--- src/rtl/if_pkg.sv ---
// Shared types for the instruction-fetch slice: FSM states and the default
// queue-entry layout.
package if_pkg;

  typedef enum logic [2:0] {
    IDLE   = 3'd0,
    LOOKUP = 3'd1,
    CHECK  = 3'd2,
    REFILL = 3'd3,
    DONE   = 3'd4
  } state_e;

  localparam int DEF_ADDR_W     = 32;
  localparam int DEF_INST_BYTES = 4;
  localparam int INST_W         = 8 * DEF_INST_BYTES;

  // Entry layout for the default configuration; the top builds the same
  // shape from its own parameters.
  typedef struct packed {
    logic [DEF_ADDR_W-1:0] pc;
    logic [INST_W-1:0]     inst;
  } q_entry_t;

  function automatic int inst_width(input int nbytes);
    return 8 * nbytes;
  endfunction

endpackage

--- src/rtl/if_prefetch_queue_fifo.sv ---
// Show-ahead synchronous FIFO holding fetched {pc, inst} entries; flush empties
// it in one cycle.
module if_fifo #(
  parameter int WIDTH = 64,
  parameter int DEPTH = 4
) (
  input  logic                     clk,
  input  logic                     rst,
  input  logic                     flush_i,
  input  logic                     push_i,
  input  logic [WIDTH-1:0]         push_data_i,
  input  logic                     pop_i,
  output logic [WIDTH-1:0]         pop_data_o,
  output logic                     full_o,
  output logic                     empty_o,
  output logic [$clog2(DEPTH):0]   count_o
);

  localparam int PW = $clog2(DEPTH);
  localparam int CW = PW + 1;

  logic [WIDTH-1:0] mem_q [DEPTH];
  logic [PW-1:0]    wptr_q, rptr_q;
  logic [CW-1:0]    count_q;
  logic             wr, rd;

  assign full_o     = (count_q == CW'(DEPTH));
  assign empty_o    = (count_q == '0);
  assign count_o    = count_q;
  assign pop_data_o = mem_q[rptr_q];

  // A full queue still accepts a push when the head leaves in the same cycle.
  assign wr = push_i && !flush_i && (!full_o || pop_i);
  assign rd = pop_i && !flush_i && !empty_o;

  always_ff @(posedge clk) begin
    if (rst || flush_i) begin
      wptr_q  <= '0;
      rptr_q  <= '0;
      count_q <= '0;
    end else begin
      if (wr) wptr_q <= wptr_q + PW'(1);
      if (rd) rptr_q <= rptr_q + PW'(1);
      unique case ({wr, rd})
        2'b10:   count_q <= count_q + CW'(1);
        2'b01:   count_q <= count_q - CW'(1);
        default: count_q <= count_q;
      endcase
    end
  end

  always_ff @(posedge clk) begin
    if (wr) mem_q[wptr_q] <= push_data_i;
  end

endmodule

--- src/rtl/if_prefetch_queue.sv ---
// Instruction fetch: PC generator, cache lookup, byte-serial refill from memory,
// and a prefetch FIFO drained by decode.
module if_prefetch_queue
  import if_pkg::*;
#(
  parameter int                ADDR_W      = DEF_ADDR_W,
  parameter int                INST_BYTES  = DEF_INST_BYTES,
  parameter int                QUEUE_DEPTH = 4,
  parameter logic [ADDR_W-1:0] RESET_PC    = '0
) (
  input  logic                         clk,
  input  logic                         rst,
  input  logic                         redirect_i,
  input  logic [ADDR_W-1:0]            redirect_addr_i,
  output logic [ADDR_W-1:0]            cache_raddr_o,
  output logic                         cache_rreq_o,
  input  logic                         cache_hit_i,
  input  logic [8*INST_BYTES-1:0]      cache_inst_i,
  output logic                         cache_we_o,
  output logic [ADDR_W-1:0]            cache_waddr_o,
  output logic [8*INST_BYTES-1:0]      cache_wdata_o,
  output logic                         mem_req_o,
  output logic [ADDR_W-1:0]            mem_addr_o,
  input  logic                         mem_gnt_i,
  input  logic [7:0]                   mem_byte_i,
  output logic                         inst_valid_o,
  output logic [8*INST_BYTES-1:0]      inst_o,
  output logic [ADDR_W-1:0]            inst_pc_o,
  input  logic                         inst_ready_i
);

  localparam int                IW     = inst_width(INST_BYTES);
  localparam int                CNT_W  = $clog2(INST_BYTES + 1);
  localparam int                QCW    = $clog2(QUEUE_DEPTH) + 1;
  localparam logic [CNT_W-1:0]  NBYTES = CNT_W'(INST_BYTES);
  localparam logic [ADDR_W-1:0] STEP   = ADDR_W'(INST_BYTES);

  typedef struct packed {
    logic [ADDR_W-1:0] pc;
    logic [IW-1:0]     inst;
  } entry_t;

  state_e            state_q, state_d;
  logic [ADDR_W-1:0] fetch_pc_q, fetch_pc_d;
  logic [CNT_W-1:0]  issue_cnt_q, issue_cnt_d;
  logic [CNT_W-1:0]  recv_cnt_q, recv_cnt_d;
  logic [IW-1:0]     word_q, word_d;
  logic              pend_q, drop_q;

  logic              accept, capture, push, we;
  logic              fifo_push, fifo_pop;
  logic              q_full, q_empty;
  logic [QCW-1:0]    q_count;
  entry_t            push_entry, head_entry;

  assign mem_req_o = (state_q == REFILL) && (issue_cnt_q < NBYTES);
  assign accept    = mem_req_o && mem_gnt_i;
  // pend/drop describe the byte accepted last cycle; a redirect in that cycle
  // marks it as stale.
  assign capture   = (state_q == REFILL) && pend_q && !drop_q;

  always_comb begin
    state_d     = state_q;
    fetch_pc_d  = fetch_pc_q;
    issue_cnt_d = issue_cnt_q;
    recv_cnt_d  = recv_cnt_q;
    word_d      = word_q;
    push        = 1'b0;
    we          = 1'b0;
    if (redirect_i) begin
      fetch_pc_d = redirect_addr_i;
      state_d    = LOOKUP;
    end else begin
      unique case (state_q)
        IDLE:   if (q_count != QCW'(QUEUE_DEPTH)) state_d = LOOKUP;
        LOOKUP: state_d = CHECK;
        CHECK: begin
          if (cache_hit_i) begin
            push       = 1'b1;
            fetch_pc_d = fetch_pc_q + STEP;
            state_d    = IDLE;
          end else begin
            issue_cnt_d = '0;
            recv_cnt_d  = '0;
            word_d      = '0;
            state_d     = REFILL;
          end
        end
        REFILL: begin
          if (accept) issue_cnt_d = issue_cnt_q + CNT_W'(1);
          if (capture) begin
            for (int b = 0; b < INST_BYTES; b++) begin
              if (recv_cnt_q == CNT_W'(b)) word_d[8*b +: 8] = mem_byte_i;
            end
            recv_cnt_d = recv_cnt_q + CNT_W'(1);
            if (recv_cnt_d == NBYTES) state_d = DONE;
          end
        end
        DONE: begin
          we         = 1'b1;
          push       = 1'b1;
          fetch_pc_d = fetch_pc_q + STEP;
          state_d    = IDLE;
        end
        default: state_d = IDLE;
      endcase
    end
  end

  always_ff @(posedge clk) begin
    if (rst) begin
      state_q     <= IDLE;
      fetch_pc_q  <= RESET_PC;
      issue_cnt_q <= '0;
      recv_cnt_q  <= '0;
      word_q      <= '0;
      pend_q      <= 1'b0;
      drop_q      <= 1'b0;
    end else begin
      state_q     <= state_d;
      fetch_pc_q  <= fetch_pc_d;
      issue_cnt_q <= issue_cnt_d;
      recv_cnt_q  <= recv_cnt_d;
      word_q      <= word_d;
      pend_q      <= accept;
      drop_q      <= accept && redirect_i;
    end
  end

  assign push_entry.pc   = fetch_pc_q;
  assign push_entry.inst = (state_q == DONE) ? word_q : cache_inst_i;
  assign fifo_pop        = inst_valid_o && inst_ready_i && !redirect_i;
  assign fifo_push       = push && (!q_full || fifo_pop);

  if_fifo #(
    .WIDTH ($bits(entry_t)),
    .DEPTH (QUEUE_DEPTH)
  ) u_fifo (
    .clk         (clk),
    .rst         (rst),
    .flush_i     (redirect_i),
    .push_i      (fifo_push),
    .push_data_i (push_entry),
    .pop_i       (fifo_pop),
    .pop_data_o  (head_entry),
    .full_o      (q_full),
    .empty_o     (q_empty),
    .count_o     (q_count)
  );

  assign cache_rreq_o  = (state_q == LOOKUP);
  assign cache_raddr_o = fetch_pc_q;
  assign cache_we_o    = we;
  assign cache_waddr_o = fetch_pc_q;
  assign cache_wdata_o = word_q;
  assign mem_addr_o    = fetch_pc_q + ADDR_W'(issue_cnt_q);
  assign inst_valid_o  = !q_empty;
  assign inst_o        = q_empty ? '0 : head_entry.inst;
  assign inst_pc_o     = q_empty ? '0 : head_entry.pc;

endmodule

--- config.mk ---
export PLATFORM = sky130hd
export DESIGN_NAME = if_prefetch_queue
export DESIGN_NICKNAME = d
export VERILOG_FILES = /design/src/rtl/if_pkg.sv /design/src/rtl/if_prefetch_queue_fifo.sv /design/src/rtl/if_prefetch_queue.sv
export SDC_FILE = /design/constraint.sdc
export NUM_CORES = 1
export LEC_CHECK = 0
export ABC_AREA = 1
export CAP_MARGIN = 20
export CORE_MARGIN = 2
export CORE_UTILIZATION = 48
export CTS_CLUSTER_DIAMETER = 120
export CTS_CLUSTER_SIZE = 14
export DETAILED_ROUTE_END_ITERATION = 6
export PLACE_DENSITY = 0.86
export SYNTH_ARGS = -nofsm -noshare
export SYNTH_HDL_FRONTEND = slang
export SYNTH_HIERARCHICAL = 1
export SYNTH_SLANG_ARGS = --single-unit
--- constraint.sdc ---
create_clock -name clk -period 4.85 [get_ports clk]
set_input_delay 0.7275 -clock clk [delete_from_list [all_inputs] [get_ports clk]]
set_output_delay 0.7275 -clock clk [all_outputs]
set_load 0.1 [all_outputs]
==> qor.txt <==
SETUP PATH
------------------------------------------------------------------------------------
Family with the most delay on the worst path                            buffers and inverters
Critical Path End Type                                                    output pin
Kind of critical path                                                   flip-flop to output pin
Worst EP arrival                                                             3.56 ns
Sort of element at the start of the critical path                          flip-flop
Highest cell delay on the worst timing path                                  1.14 ns
Cell-by-cell trace of the critical path                                 inv_4, nor2_1, o22ai_1, inv_1, nor2_1, clkdlybuf4s50_1
Max FO, Critical Path                                                             86
Critical-path top delay cell                                            sky130_fd_sc_hd__clkdlybuf4s50_1
Count of buffering cells on the critical path with inverters included              3
Required @ worst endpoint                                                    4.12 ns
Startpoint of the worst register-to-register path                         state_q[2]
Crit-path most repeated cell                                            sky130_fd_sc_hd__nor2_1

CELLS AND AREA
------------------------------------------------------------------------------------
Number of filler cells placed in the layout                                     2727
Proportion of layout cells with a drive suffix above 1                        0.0818
Number of standard cells in the layout, taps in and fillers out                 2373
Area occupied by multi-input gates                                      0.00510 mm^2
Layout area overhead                                                           20.1%
Total number of nets in the final design                                        2004
Final antenna diode count                                                          0
Seq. cell area                                                          0.00937 mm^2
Final core utilization                                                         0.587

DRT
------------------------------------------------------------------------------------
Drc violations                                                                     0
Number of DRC markers in iteration 0                                            1380
Routed via count                                                               13000
Detailed-route wire length                                                  45000 um
Remaining antenna violation count after routing                                    0
Number of iterations in the first detailed-routing pass                            6
Per-cell routed wire length                                                  19.0 um
Vias per cell                                                                   5.47

SYNTHESIS
------------------------------------------------------------------------------------
Largest cells by area after synthesis                                   sky130_fd_sc_hd__edfxtp_1 (48%), sky130_fd_sc_hd__dfxtp_1 (11%), sky130_fd_sc_hd__nor2_1 (8.5%), sky130_fd_sc_hd__nand2_1 (6.4%), sky130_fd_sc_hd__o21ai_0 (3.7%)
Synth cell types                                                                  41
Number of nets produced by synthesis                                            1822
Gate Count Post-Synth                                                           1727
Top-count cell post-synth                                               sky130_fd_sc_hd__nor2_1
Fraction of the yosys area taken by sequential cells                           0.586
Netlist Area Pre-Place                                                   0.0160 mm^2
Dominant cell type by area after synthesis                              sky130_fd_sc_hd__edfxtp_1
Synth top cells by count                                                sky130_fd_sc_hd__nor2_1 (361), sky130_fd_sc_hd__nand2_1 (274), sky130_fd_sc_hd__edfxtp_1 (256), sky130_fd_sc_hd__inv_1 (148), sky130_fd_sc_hd__o21ai_0 (119)
Share of Yosys cell area claimed by the top area cell type                     0.481
Synth Register Bits                                                              340
Top_reg_cell synth                                                      sky130_fd_sc_hd__edfxtp_1
YS warnings                                                                        6
Post-Syn Area per Cell                                                     9.26 um^2
Fraction of registers with async set/reset                                         0
Number of flops mapped to enable cells by yosys                                  256

DIE
------------------------------------------------------------------------------------
Top-Level Pins                                                                   274
Floorplan Core Area                                                      0.0327 mm^2
Starting density of the core                                                   0.489
Die outline area                                                         0.0348 mm^2
Die boundary height                                                           187 um
Core Rows                                                                         66
Horizontal die dimension                                                      187 um

CLOCK NETWORK
------------------------------------------------------------------------------------
Maximum buffer depth of the clock tree                                             3
Max H-tree Level                                                                   1
Clock transition at path regs                                                0.07 ns
CTS resizes                                                                        0
Setup Fix Bufs, Post-CTS                                                           0
Clk_lat worst skew                                                           0.54 ns
TritonCTS clock tree                                                            done
CTS buffer count                                                                  28
Root Buffer Master                                                      sky130_fd_sc_hd__clkbuf_16
Hold-fix buffers, CTS                                                              0
Clock Sinks                                                                      340

STA
------------------------------------------------------------------------------------
Hold Fails Final Rpt                                                               0
Max Slew Vio Count                                                                 0
RSZ-0062 raised after global routing                                              no
Final period util                                                              0.884
Achievable clock frequency                                                 0.233 GHz
Largest clock skew in the final design                                     0.0136 ns
Least-Margin Pin Slew                                                        1.09 ns
Final Critical Period                                                        4.29 ns
Number of setup violations in the final report                                     0
Headroom to the max-slew limit                                                 0.271

GLOBAL ROUTING
------------------------------------------------------------------------------------
Global-route wire length before repair                                      68700 um
Leftover overflow at the end of global routing                                     0
Maximum number of pins on one net before global-route repair                      87
Number of global-route vias before repair                                      12300
Antenna violations before repair                                                   0
Overall Global Routing Usage                                                   0.250

PLACEMENT
------------------------------------------------------------------------------------
Routability congestion estimate                                                0.930
Placed instance count                                                           2320
I/O Buffers                                                                      273
HPWL after DPL                                                              30000 um

PWR
------------------------------------------------------------------------------------
Max rail drop VDD                                                         0.000243 V
Lkg Pwr                                                                      7.22 nW
Power per standard cell area                                             321 mW/mm^2

WORST HOLD PATH
------------------------------------------------------------------------------------
Hold_sp                                                                 cache_wdata_o[24]
Tightest Hold Check Type                                                flip-flop to flip-flop

OUTCOME
------------------------------------------------------------------------------------
Status                                                                  finished clean

JOB
------------------------------------------------------------------------------------
Max-cap violations                                                                 0

-- worst min-delay path, cell delays in order, from the launching register on --
cell                       delay (ns)
sky130_fd_sc_hd__dfxtp_1         0.31
sky130_fd_sc_hd__inv_1           0.06
sky130_fd_sc_hd__a211oi_1        0.06
-- metrics by stage --
step	worst slack (ns)	hold WS [ns]	TNS [ns]	power (mW)	cell area [um^2]
floorplan	-0.192	0.445	-49.22	3.90	16000
finish	0.562	0.487	0	6.16	19200
global placement	1.31	0.470	0	4.11	18400
global route	0.380	0.510	0	6.34	19200
CTS	0.606	0.487	0	6.19	19200
detailed placement	1.18	0.472	0	4.11	18400
-- flip-flops by register name, indices dropped and copies added, names as in the netlist, 2 cells and up, named ones only --
name and count:
u_fifo/mem_q 256, cache_raddr_o 32, cache_wdata_o 32, issue_cnt_q 3, recv_cnt_q 3, state_q 3
u_fifo/count_o 3, u_fifo/rptr_q 2, u_fifo/wptr_q 2
-- path summary, 6_finish.rpt --
check	endpoint	slack [ns]	depth (start not counted)
max	inst_o[15]	0.56	6
min	cache_wdata_o[24]	0.49	2
max reg2reg	u_fifo/count_o[2]	1.11	21
min reg2reg	cache_wdata_o[24]	0.49	2
-- metal layers --
metal | share of wire | vias to the layer above | GRT usage
met2 | 0.48 | 786 | 0.436
met1 | 0.39 | 6046 | 0.326
met4 | 0.027 | 0 | 0.0705
met3 | 0.10 | 92 | 0.0372
li1 | - | 6052 | -
met5 | 0 | - | 0
-- cells by family (layout without fill, tap and decap cells) --
family | count (synthesis) | in the layout | share of synthesized area
buf+inv | 308 | 512 | 0.0972
flops | 340 | 340 | 0.586
simple gates | 724 | 724 | 0.181
compound gates | 307 | 307 | 0.105
fa+ha+maj | 17 | 17 | 0.0142
xor+xnor | 31 | 31 | 0.0170
-- power by group --
group / switching, mW / internal, mW
logic: 0.631 / 0.203
clock network: 0.984 / 1.12
registers: 0.0696 / 3.16
-- cells in the final DEF (no fill, tap or decap), types with 8 or more instances in the layout --
master                            netlist  routed
sky130_fd_sc_hd__nor3_1                 8       8
sky130_fd_sc_hd__nor2_1               361     357
sky130_fd_sc_hd__ha_1                  15      15
sky130_fd_sc_hd__clkdlybuf4s50_1        0     204
sky130_fd_sc_hd__nand3_1               60      60
sky130_fd_sc_hd__buf_4                 72      89
sky130_fd_sc_hd__nand2_1              274     274
sky130_fd_sc_hd__xor2_1                25      25
sky130_fd_sc_hd__clkbuf_16              0      29
sky130_fd_sc_hd__inv_2                  9      10
sky130_fd_sc_hd__o21ai_0              119     119
sky130_fd_sc_hd__a211oi_1              10      10
sky130_fd_sc_hd__edfxtp_1             256     256
sky130_fd_sc_hd__o21ai_1               57      57
sky130_fd_sc_hd__clkbuf_1              44      22
sky130_fd_sc_hd__inv_1                148     147
sky130_fd_sc_hd__a21oi_1               47      47
sky130_fd_sc_hd__o22ai_1               64      64
sky130_fd_sc_hd__dfxtp_1               84      82
-- cell type report --
class                           count  area share
Timing Repair Buffer              295       0.142
Clock inverter                      1    0.000586
Clock buffer                       51      0.0421
Sequential cell                   340       0.488
Inverter                          165      0.0325
Multi-Input combinational cell   1079       0.266
Tap cell                          442      0.0288
Note: power is estimated with default switching activity, not from simulation.
